### config.mk
export PLATFORM = sky130hd
export DESIGN_NAME = tm1638_burst
export DESIGN_NICKNAME = d
export VERILOG_FILES = /design/src/rtl/tm1638_burst.sv
export SDC_FILE = /design/constraint.sdc
export NUM_CORES = 1
export LEC_CHECK = 0
export CAP_MARGIN = 0
export CORE_MARGIN = 5
export CORE_UTILIZATION = 35
export CTS_BUF_LIST = sky130_fd_sc_hd__clkbuf_8
export CTS_CLUSTER_DIAMETER = 100
export CTS_CLUSTER_SIZE = 24
export DETAILED_ROUTE_END_ITERATION = 6
export PLACE_DENSITY_LB_ADDON = 0.12
export SKIP_CTS_REPAIR_TIMING = 1
export SLEW_MARGIN = 15
export SYNTH_ARGS = -nofsm -noshare
export SYNTH_HDL_FRONTEND = slang
export SYNTH_SLANG_ARGS = --single-unit
export TNS_END_PERCENT = 50
### constraint.sdc
create_clock -name clk -period 5 [get_ports clk]
set_input_delay 1 -clock clk [delete_from_list [all_inputs] [get_ports clk]]
set_output_delay 1 -clock clk [all_outputs]
set_load 0.005 [all_outputs]
### src/rtl/tm1638_burst.sv
// ---------------------------------------------------------------------------
// tm1638_burst
// Burst master for the TM1638 three-wire serial interface. One transaction is
// a strobe-framed command byte followed by up to MAX_BYTES data bytes, either
// written from wr_data or read from dio_in. Bits go out LSB first. Each bit
// is CLK_DIV clk cycles with sclk low, then CLK_DIV cycles with sclk high.
//
// Parameters
//   CLK_DIV    clk cycles per sclk half-period (2..255)
//   MAX_BYTES  maximum data bytes after the command byte; len is clamped
//   READ_GAP   idle clk cycles between command byte and first read bit (>= 1)
//
// Ports
//   clk, rst_n   clock, asynchronous active-low reset
//   start        one-cycle request, accepted only while busy=0
//   rw, cmd, len transaction type (1=write), command byte, data byte count
//   wr_data      next write byte, consumed in the cycle wr_ready=1
//   wr_ready     one-cycle pulse when wr_data is consumed
//   rd_data      received byte, valid while rd_valid=1
//   rd_valid     one-cycle pulse per received byte
//   busy, done   transaction in progress, one-cycle end-of-transaction pulse
//   stb, sclk    TM1638 strobe and serial clock
//   dio_out      TM1638 data out, dio_oe its output enable
//   dio_in       TM1638 data from the pad
// ---------------------------------------------------------------------------
module tm1638_burst #(
    parameter int unsigned CLK_DIV   = 4,
    parameter int unsigned MAX_BYTES = 16,
    parameter int unsigned READ_GAP  = 8
) (
    input  logic                               clk,
    input  logic                               rst_n,
    input  logic                               start,
    input  logic                               rw,
    input  logic [7:0]                         cmd,
    input  logic [$clog2(MAX_BYTES + 1)-1:0]   len,
    input  logic [7:0]                         wr_data,
    output logic                               wr_ready,
    output logic [7:0]                         rd_data,
    output logic                               rd_valid,
    output logic                               busy,
    output logic                               done,
    output logic                               stb,
    output logic                               sclk,
    output logic                               dio_out,
    output logic                               dio_oe,
    input  logic                               dio_in
);

    localparam int unsigned LW   = $clog2(MAX_BYTES + 1);
    localparam int unsigned CMAX = (CLK_DIV > READ_GAP) ? CLK_DIV : READ_GAP;
    localparam int unsigned CW   = $clog2(CMAX + 1);

    typedef enum logic [2:0] {
        S_IDLE      = 3'd0,
        S_STB_SETUP = 3'd1,
        S_CMD       = 3'd2,
        S_WR_DATA   = 3'd3,
        S_RD_GAP    = 3'd4,
        S_RD_DATA   = 3'd5,
        S_STB_HOLD  = 3'd6,
        S_STB_GAP   = 3'd7
    } state_t;

    // Control state and its next values
    state_t          state_q, state_n;
    logic [CW-1:0]   cnt_q, cnt_n;      // cycle within current phase
    logic            phase_q, phase_n;  // 0: sclk low half, 1: sclk high half
    logic [2:0]      bit_q, bit_n;      // bit index within current byte
    logic [LW-1:0]   left_q, left_n;    // data bytes still to transfer
    logic [7:0]      sh_q, sh_n;        // transmit shift register, bit 0 on the wire
    logic [7:0]      rx_q, rx_n;        // receive shift register
    logic            rw_q, rw_n;

    // Next values of the registered outputs
    logic            stb_d, sclk_d, dio_d, dio_oe_d, busy_d, done_d;
    logic            wr_ready_d, rd_valid_d;
    logic [7:0]      rd_data_d;
    logic            dio_q;

    logic            half_end;
    logic [LW-1:0]   len_clamped;

    assign half_end    = (cnt_q == CW'(CLK_DIV - 1));
    assign len_clamped = (len > LW'(MAX_BYTES)) ? LW'(MAX_BYTES) : len;

    // The first bit of a write byte must be on the wire in the same cycle the
    // byte is handed over, so it bypasses the output register for that cycle.
    assign dio_out = wr_ready ? wr_data[0] : dio_q;

    // State register
    always_ff @(posedge clk or negedge rst_n) begin
        if (!rst_n) begin
            state_q <= S_IDLE;
            cnt_q   <= '0;
            phase_q <= 1'b0;
            bit_q   <= 3'd0;
            left_q  <= '0;
            sh_q    <= 8'hFF;
            rx_q    <= 8'h00;
            rw_q    <= 1'b0;
        end else begin
            state_q <= state_n;
            cnt_q   <= cnt_n;
            phase_q <= phase_n;
            bit_q   <= bit_n;
            left_q  <= left_n;
            sh_q    <= sh_n;
            rx_q    <= rx_n;
            rw_q    <= rw_n;
        end
    end

    // Next-state logic
    always_comb begin
        state_n = state_q;
        cnt_n   = cnt_q;
        phase_n = phase_q;
        bit_n   = bit_q;
        left_n  = left_q;
        sh_n    = sh_q;
        rx_n    = rx_q;
        rw_n    = rw_q;

        case (state_q)
            S_IDLE: begin
                if (start) begin
                    state_n = S_STB_SETUP;
                    cnt_n   = '0;
                    rw_n    = rw;
                    sh_n    = cmd;
                    left_n  = len_clamped;
                end
            end

            S_STB_SETUP: begin
                if (half_end) begin
                    state_n = S_CMD;
                    cnt_n   = '0;
                    phase_n = 1'b0;
                    bit_n   = 3'd0;
                end else begin
                    cnt_n = cnt_q + CW'(1);
                end
            end

            S_CMD, S_WR_DATA, S_RD_DATA: begin
                if (!half_end) begin
                    cnt_n = cnt_q + CW'(1);
                end else begin
                    cnt_n   = '0;
                    phase_n = ~phase_q;
                    if (phase_q) begin
                        // End of the sclk-high half: sample, then advance bit
                        if (state_q == S_RD_DATA) begin
                            rx_n = {dio_in, rx_q[7:1]};
                        end
                        if (bit_q != 3'd7) begin
                            bit_n = bit_q + 3'd1;
                            sh_n  = {1'b1, sh_q[7:1]};
                        end else begin
                            bit_n = 3'd0;
                            if (state_q == S_CMD) begin
                                if (left_q == '0) begin
                                    state_n = S_STB_HOLD;
                                end else if (rw_q) begin
                                    state_n = S_WR_DATA;
                                end else begin
                                    state_n = S_RD_GAP;
                                end
                            end else begin
                                left_n = left_q - LW'(1);
                                if (left_q == LW'(1)) begin
                                    state_n = S_STB_HOLD;
                                end
                            end
                        end
                    end
                end
            end

            S_RD_GAP: begin
                if (cnt_q == CW'(READ_GAP - 1)) begin
                    state_n = S_RD_DATA;
                    cnt_n   = '0;
                    phase_n = 1'b0;
                    bit_n   = 3'd0;
                end else begin
                    cnt_n = cnt_q + CW'(1);
                end
            end

            S_STB_HOLD: begin
                if (half_end) begin
                    state_n = S_STB_GAP;
                    cnt_n   = '0;
                end else begin
                    cnt_n = cnt_q + CW'(1);
                end
            end

            S_STB_GAP: begin
                if (half_end) begin
                    state_n = S_IDLE;
                    cnt_n   = '0;
                end else begin
                    cnt_n = cnt_q + CW'(1);
                end
            end

            default: begin
                state_n = S_IDLE;
                cnt_n   = '0;
            end
        endcase

        // Write byte handed over in the wr_ready cycle (first cycle of a byte,
        // never a phase end since CLK_DIV >= 2)
        if (wr_ready) begin
            sh_n = wr_data;
        end
    end

    // Output decode from the next state, so every pin is a flop output
    always_comb begin
        stb_d      = 1'b0;
        sclk_d     = 1'b1;
        dio_d      = dio_q;
        dio_oe_d   = 1'b1;
        busy_d     = (state_n != S_IDLE);
        done_d     = 1'b0;
        wr_ready_d = 1'b0;
        rd_valid_d = 1'b0;
        rd_data_d  = rd_data;

        case (state_n)
            S_IDLE: begin
                stb_d = 1'b1;
                dio_d = 1'b1;
            end
            S_STB_GAP: begin
                stb_d  = 1'b1;
                dio_d  = 1'b1;
                done_d = (cnt_n == CW'(CLK_DIV - 1));
            end
            S_CMD: begin
                sclk_d = phase_n;
                dio_d  = sh_n[0];
            end
            S_WR_DATA: begin
                sclk_d     = phase_n;
                dio_d      = sh_n[0];
                wr_ready_d = (bit_n == 3'd0) && !phase_n && (cnt_n == '0);
            end
            S_RD_GAP: begin
                dio_oe_d = 1'b0;
            end
            S_RD_DATA: begin
                dio_oe_d = 1'b0;
                sclk_d   = phase_n;
            end
            default: begin
            end
        endcase

        // Eighth sample just taken: present the byte next cycle
        if ((state_q == S_RD_DATA) && phase_q && half_end && (bit_q == 3'd7)) begin
            rd_valid_d = 1'b1;
            rd_data_d  = rx_n;
        end
    end

    // Output registers
    always_ff @(posedge clk or negedge rst_n) begin
        if (!rst_n) begin
            stb      <= 1'b1;
            sclk     <= 1'b1;
            dio_q    <= 1'b1;
            dio_oe   <= 1'b1;
            busy     <= 1'b0;
            done     <= 1'b0;
            wr_ready <= 1'b0;
            rd_valid <= 1'b0;
            rd_data  <= 8'h00;
        end else begin
            stb      <= stb_d;
            sclk     <= sclk_d;
            dio_q    <= dio_d;
            dio_oe   <= dio_oe_d;
            busy     <= busy_d;
            done     <= done_d;
            wr_ready <= wr_ready_d;
            rd_valid <= rd_valid_d;
            rd_data  <= rd_data_d;
        end
    end

endmodule

Word level (Yosys, flattened, before mapping). Index checks and enable logic that the tools add are counted.

Register bits after elaboration: 49. Word-level logic and storage cells: 126. Input bits: 26. Output and inout bits: 16.

Bitwise operators: 1. Eq/ne operators: 27. Reduce and logical (&&, ||, !) cells: 24. $add $sub $neg: 3. Order comparisons: 1. Multiplexer cells: 52.

Operators by type and width (count): $mux 8 (9); $mux 3 (17); $mux 5 (6); $eq 3x3->1 const B (8); $pmux 3 s6 (1); $pmux 8 s2 (1); $ne 3x3->1 const B (5); $eq 3x2->1 const B (4); $mux 4 (3); $pmux 4 s3 (1); $mux 1 (10); $ne 2x2->1 const B (5); $pmux 5 s2 (1); $logic_not 3->1 (3); $pmux 3 s3 (1); $eq 4x2->1 const B (2); $reduce_and 6->1 (1); $reduce_bool 3->1 (2); $reduce_or 2->1 (3); $reduce_or 3->1 (2); $reduce_or 6->1 (1); $eq 5x1->1 const B (1); $gt 5x5->1 const B (1); $logic_and 1x1->1 (5); other kinds (14) (15).

Longest topological paths before layout. Gate-level depths: netlist of run 1.

Depth in word-level cells: 10. Mapped depth: 10. Depth with buffers taken out: 10.

Worst setup path before layout of run 1. No wires, ideal clock.

Path type: input to output. From: in wr_data[0]. To: out dio_out. Slack: 2.745 ns. Stages: 1. Required time: 4.000 ns. Buffers on the path: 0. Data arrival time: 1.255 ns. Cell sequence: mux2_2.

Word-level cells in the longest chain between the ends: 1.

Ends and longest elaborated chain: start: declaration (line 37) `input logic [7:0] wr_data,`; $mux 1 (line 89) `assign dio_out = wr_ready ? wr_data[0] : dio_q;`; end: declaration (line 45) `output logic dio_out,`.

No other way between the ends.

Final worst setup path of run 1. Ends and elaborated chain as after synthesis.

==> metrics.txt, run 1 <==
final hold violation count=0; commonest cells in the netlist=nand2_1, dfrtp_1, nor2_1; Reg2Reg Depth=10; met1 Use GR=0.198; gr busiest metal=met2; Num CTS Buffers=5; RSZ-0062 raised after global routing=no; Min Hold Slack=0.486 ns; Arrival @ worst endpoint=2.14 ns; Slew @ Worst Pin=0.919 ns; Initial DRC Count=138; Setup CP Type=input pin to output port; critical path depth=3; min cycle time layout=3.14 ns; # IOs=42; Post-synth EDFFs=0; die extent in x=98.0 um; total power=0.789 mW; largest net degree at the start of global routing=49; met2 usage=0.210; RR Startpoint=cnt_q[0]; Top FF cell, synth=dfrtp_1; WL final=6430 um; Clock Tree Buf Depth=2; Syn Nets=316; HPWL Detailed=4500 um; Routed Antenna Nets=0; Max Cap Viol=0; Root Buffer=clkbuf_8; switching power=0.169 mW; Clock Latency Late Sink=0.31 ns; #FFs+latches synth=48; largest stage delay on the critical path=0.44 ns; core area=0.00765 mm2; headroom to the max-slew limit=0.385; final period utilization=0.627; CP bufs+invs=2; Congestion Overflow GR=0; CP max FO=2; Die Y=98.0 um; outcome=finished, final reports clean; clock share of power=0.440; flop2flop setup slack=2.32 ns; worst ir drop on vdd=113 uV; count leader, synth=nand2_1; yosys warns=0; Setup Viol. Count Final=0; layout cells sized above 1=0.168; CP most frequent cell=clkdlybuf4s50_1; worst clock skew=0.00667 ns; DRT Pass-1 Iters=4; syn_area_per_cell=9.58 um2; Overall Global Routing Usage=0.140; Via Count=2170; Finished Cell Area=0.00331 mm2; hold crit path type=flip-flop to flip-flop; Synth Instances=283; # clock sinks=48; mapped cell area=0.00271 mm2; Residual DRC=0; M3 GR Usage=0.0307; Worst R2R End=wr_ready; Placed Area=0.00318 mm2; total die area=0.00960 mm2; dominant cells by area after synthesis=dfrtp_1, dfstp_2, nand2_1; slowest CP cell=clkdlybuf4s50_1; Pint=0.620 mW; mean routed wirelength per cell=15.2 um; first-pass GRT wire length=10900 um; I/O Buffers=41; static leakage=1.37 nW; startpoint types=input pin; switching share of total power=0.215; Seq pwr share=0.505; Placer Congestion=0.811; Combinational Power Share=0.055; worst endpoint required time=4.00 ns; Setup crit start=wr_data[0]; CP Capture Type=output port; number of global-route vias before repair=2195; Post-synth ARST share=1.00; worst-path cell chain=clkdlybuf4s50_1 -> mux2_2 -> clkdlybuf4s50_1; share of the synthesized area in the top cell type=0.332; Slew Viols, Final=0; Setup TNS=0 ns; P per Cell Area=238 mW/mm2; Post-Layout Cell Count=423; initial antenna violation count=0; delay-heaviest family, CP=buffers and inverters; filler instances=752; starting density of the core=0.354; CTS tree=built; Cell variety after synth=68; Vias per Instance=5.13; CP endpoint=dio_out; nets@finish=353; H-tree depth=2; post-synthesis sequential area ratio=0.449; Area Overhead vs Synth=22.3%; diode count=0; fmax=0.319 GHz; Synth area leader=dfrtp_1; Clock transition at path regs=0.10 ns; placed cell count=415; row cnt=32
==> sequential cells by signal, summed over array words and instances, names as in the netlist <==
name and cells:
phase_q 1, busy 1, sclk 1, rx_q 7
wr_ready 1, rd_data 8, left_q 5, stb 1
rd_valid 1, state_q 3, sh_q 8, bit_q 3
done 1, dio_oe 1, rw_q 1, cnt_q 4
dio_q 1
==> logic make-up after synthesis <==
kind of cell	share of synthesized area
DFF	0.449
AOI/OAI and AO/OA	0.201
adders and majority gates	0.0323
buffers and inverters	0.0499
muxes	0.0369
and+or+nand+nor	0.228
xor gates and xnor gates	0.00323
==> worst register-to-register path, delay by kind of cell, from the launching register on <==
family,cells,cell delay [ns]
adder cells (fa/ha/maj),2,0.62
AND/OR/NAND/NOR,3,0.79
flip-flops,1,0.45
buffers and inverters,1,0.07
AO/OA/AOI/OAI,4,0.65
==> worst min path at each step <==
stage | startpoint | to | slack [ns] | depth (start not counted)
after floorplan | rx_q[1] | rd_data[0] | 0.43 | 2
after global placement | rd_data[4] | rd_data[4] | 0.46 | 2
after detailed placement | rd_data[4] | rd_data[4] | 0.46 | 2
after CTS | rd_data[4] | rd_data[4] | 0.49 | 2
after global routing | rd_data[4] | rd_data[4] | 0.51 | 2
final | rd_data[4] | rd_data[4] | 0.49 | 2
==> cell usage in the layout (no fill, tap or decap), types with 3 or more instances in the layout <==
master / netlist / layout
clkdlybuf4s50_1: 0 / 40
nand2b_1: 3 / 3
nor2_1: 22 / 22
o21ai_0: 16 / 16
dfrtp_1: 36 / 36
nand2_1: 51 / 51
nor2b_1: 5 / 5
a31oi_1: 7 / 7
a22oi_1: 8 / 8
inv_1: 14 / 14
a32oi_1: 3 / 3
nand3_1: 4 / 4
clkbuf_8: 0 / 5
ha_1: 7 / 7
a21oi_1: 11 / 11
mux2_2: 8 / 8
nor3_1: 5 / 5
dfstp_2: 12 / 12
==> per-stage QoR <==
step	utilization	worst slack, ns
6_report	0.433	1.86
5_1_grt	0.433	1.82
4_1_cts	0.433	1.86
3_5_place_dp	0.415	1.86
3_3_place_gp	0.415	1.88
2_1_floorplan	-	2.75
==> power by group through the flow <==
stage                     sequential, mW  combinational (mW)  clock (mW)
after floorplan                    0.404              0.0122           0
after global placement             0.405              0.0442           0
after detailed placement           0.405              0.0443           0
after CTS                          0.398              0.0447       0.358
after global routing               0.399              0.0494       0.378
final                              0.398              0.0435       0.347
==> routing by layer <==
metal	routed length, um	share of wire
met5	0	0
met4	72	0.011
met3	190	0.030
met2	2810	0.44
met1	3350	0.52
==> cell type report <==
cell class | instances | area [um2] | share of cell area
clock buffer | 5 | 68.8 | 0.0208
clock inverter | 3 | 68.8 | 0.0208
inverter | 16 | 60.1 | 0.0181
multi-input combinational | 207 | 1360 | 0.410
sequential | 48 | 1220 | 0.367
tap | 102 | 128 | 0.0385
timing repair buffer | 42 | 413 | 0.125
(Power assumes the default switching activity.)
==> run 2, diff against run 1 <==
==> constraint.sdc (replaced) <==
create_clock -name clk -period 3 [get_ports clk]
set_input_delay 0.6 -clock clk [delete_from_list [all_inputs] [get_ports clk]]
set_output_delay 0.6 -clock clk [all_outputs]
set_load 0.005 [all_outputs]
==> metrics.txt, run 2 (synthesis gave the netlist of run 1 again) <==
nets@finish=359 (was 353); P per Cell Area=392 mW/mm2 (was 238 mW/mm2); startpoint types=flip-flop (was input pin); Via Count=2247 (was 2170); worst endpoint required time=3.21 ns (was 4.00 ns); Combinational Power Share=0.058 (was 0.055); row cnt=32 (unchanged); mean routed wirelength per cell=15.4 um (was 15.2 um); worst clock skew=0.00867 ns (was 0.00667 ns); core area=0.00765 mm2 (unchanged); Routed Antenna Nets=0 (unchanged); H-tree depth=2 (unchanged); worst ir drop on vdd=219 uV (was 113 uV); CP most frequent cell=ha_1 (was clkdlybuf4s50_1); largest stage delay on the critical path=0.44 ns (about the same); Slew Viols, Final=0 (unchanged); total die area=0.00960 mm2 (unchanged); most common cell after layout, fill and taps aside=nand2_1 (unchanged); RR Startpoint=cnt_q[0] (unchanged); WL final=6620 um (was 6430 um); switching share of total power=0.214 (was 0.215); Die Y=98.0 um (unchanged); die extent in x=98.0 um (unchanged); headroom to the max-slew limit=0.607 (was 0.385); met2 usage=0.210 (unchanged); gr busiest metal=met2 (unchanged); layout cells sized above 1=0.183 (was 0.168); first-pass GRT wire length=11200 um (was 10900 um); M3 GR Usage=0.0300 (was 0.0307); delay-heaviest family, CP=simple AND/OR/NAND/NOR gates (was buffers and inverters); Reg2Reg Depth=10 (unchanged); flop2flop setup slack=0.48 ns (was 2.32 ns); Setup TNS=0 ns (unchanged); starting density of the core=0.354 (unchanged); Num CTS Buffers=5 (unchanged); Slew @ Worst Pin=0.588 ns (was 0.919 ns); number of global-route vias before repair=2238 (was 2195); Clock Tree Buf Depth=2 (unchanged); Setup Viol. Count Final=0 (unchanged); # IOs=42 (unchanged); Post-Layout Cell Count=429 (was 423); Min Hold Slack=0.167 ns (was 0.486 ns); Root Buffer=clkbuf_8 (unchanged); final core occ=0.439 (was 0.433); Clock Latency Late Sink=0.31 ns (about the same); switching power=0.282 mW (was 0.169 mW); Clock transition at path regs=0.10 ns (about the same); hold crit path type=input pin to asynchronous set/reset pin (was flip-flop to flip-flop); Arrival @ worst endpoint=2.74 ns (was 2.14 ns); diode count=0 (unchanged); Worst R2R End=wr_ready (unchanged); min cycle time layout=2.52 ns; slowest CP cell=dfrtp_1 (was clkdlybuf4s50_1); CP max FO=9 (was 2); Congestion Overflow GR=0 (unchanged); Placed Area=0.00322 mm2 (was 0.00318 mm2); Overall Global Routing Usage=0.143 (was 0.140); Seq pwr share=0.504 (was 0.505); CP bufs+invs=1 (was 2); Area Overhead vs Synth=23.9% (was 22.3%); Pint=1.03 mW (was 0.620 mW); final hold violation count=0 (unchanged); clock share of power=0.438 (was 0.440); CTS tree=built (unchanged); Finished Cell Area=0.00336 mm2 (was 0.00331 mm2); fmax=0.396 GHz; initial antenna violation count=0 (unchanged); I/O Buffers=41 (unchanged); # clock sinks=48 (unchanged); outcome=finished, final reports clean (unchanged); largest net degree at the start of global routing=26 (was 49); met1 Use GR=0.209 (was 0.198); Max Cap Viol=0 (unchanged); Residual DRC=0 (unchanged); Setup CP Type=flip-flop to flip-flop (was input pin to output port); HPWL Detailed=4830 um (was 4500 um); placed cell count=421 (was 415); Largest regs=rd_data: 8 flops, sh_q: 8 flops, rx_q: 7 flops (unchanged); static leakage=1.40 nW (was 1.37 nW); Placer Congestion=0.802 (was 0.811); CP Capture Type=flip-flop (was output port); Initial DRC Count=146 (was 138); DRT Pass-1 Iters=4 (unchanged); final period utilization=0.841; RSZ-0062 raised after global routing=no (unchanged); worst-path cell chain=ha_1 -> nor3b_2 -> inv_2 -> ha_1 -> nand2_1 -> o21ai_0 -> o22ai_1 -> a41oi_2 -> o311ai_1 -> nor4_2 (was clkdlybuf4s50_1 -> mux2_2 -> clkdlybuf4s50_1); commonest non-fill, non-tap cells in the layout=nand2_1, clkdlybuf4s50_1, dfrtp_1 (unchanged); Vias per Instance=5.24 (was 5.13)
[run 2: changes by cell type in the layout (fill, tap and decap cells not counted)]
cell	change
buf_4	+6
[run 2: worst max path at each step]
stage | start | to | slack, ns | depth (start not counted)
floorplan | cnt_q[0] | wr_ready | 0.87 | 10
global placement | cnt_q[0] | wr_ready | 0.46 | 10
detailed placement | cnt_q[0] | wr_ready | 0.49 | 10
CTS | cnt_q[0] | wr_ready | 0.44 | 10
global route | cnt_q[0] | wr_ready | 0.15 | 10
finish | cnt_q[0] | wr_ready | 0.48 | 10
[run 2: per-stage QoR]
step	setup WS, ns	power, mW
global route	0.148	1.37
detailed placement	0.487	0.752
CTS	0.437	1.33
finish	0.476	1.32
global placement	0.465	0.752
floorplan	0.873	0.694
[run 2: layout make-up]
| cell class | instances | area [um2] |
|---|---|---|
| Fill cell | 747 | 4290 |
| Multi-Input combinational cell | 207 | 1360 |
| Sequential cell | 48 | 1220 |
| Timing Repair Buffer | 48 | 458 |
| Tap cell | 102 | 128 |
| Clock buffer | 5 | 68.8 |
| Clock inverter | 3 | 68.8 |
| Inverter | 16 | 60.1 |
[run 2: worst reg2reg max path, cell delays in order, from the launching register on]
cell      delay [ns]
dfrtp_1         0.44
ha_1            0.33
nor3b_2         0.39
inv_2           0.07
ha_1            0.30
nand2_1         0.05
o21ai_0         0.09
o22ai_1         0.10
a41oi_2         0.24
o311ai_1        0.15
nor4_2          0.28
[run 2: power by group through the flow]
| stage | registers [mW] | logic [mW] | clock network (mW) |
|---|---|---|---|
| 6_report | 0.663 | 0.0759 | 0.577 |
| 5_1_grt | 0.665 | 0.0849 | 0.620 |
| 4_1_cts | 0.664 | 0.0776 | 0.592 |
| 3_5_place_dp | 0.675 | 0.0770 | 0 |
| 3_3_place_gp | 0.675 | 0.0766 | 0 |
| 2_1_floorplan | 0.673 | 0.0203 | 0 |
[run 2: layer usage]
layer / vias to the layer above / routed length (um)
met2: 56 / 2940
met3: 11 / 319
met1: 1078 / 3250
li1: 1102 / -
met5: - / 0
met4: 0 / 119
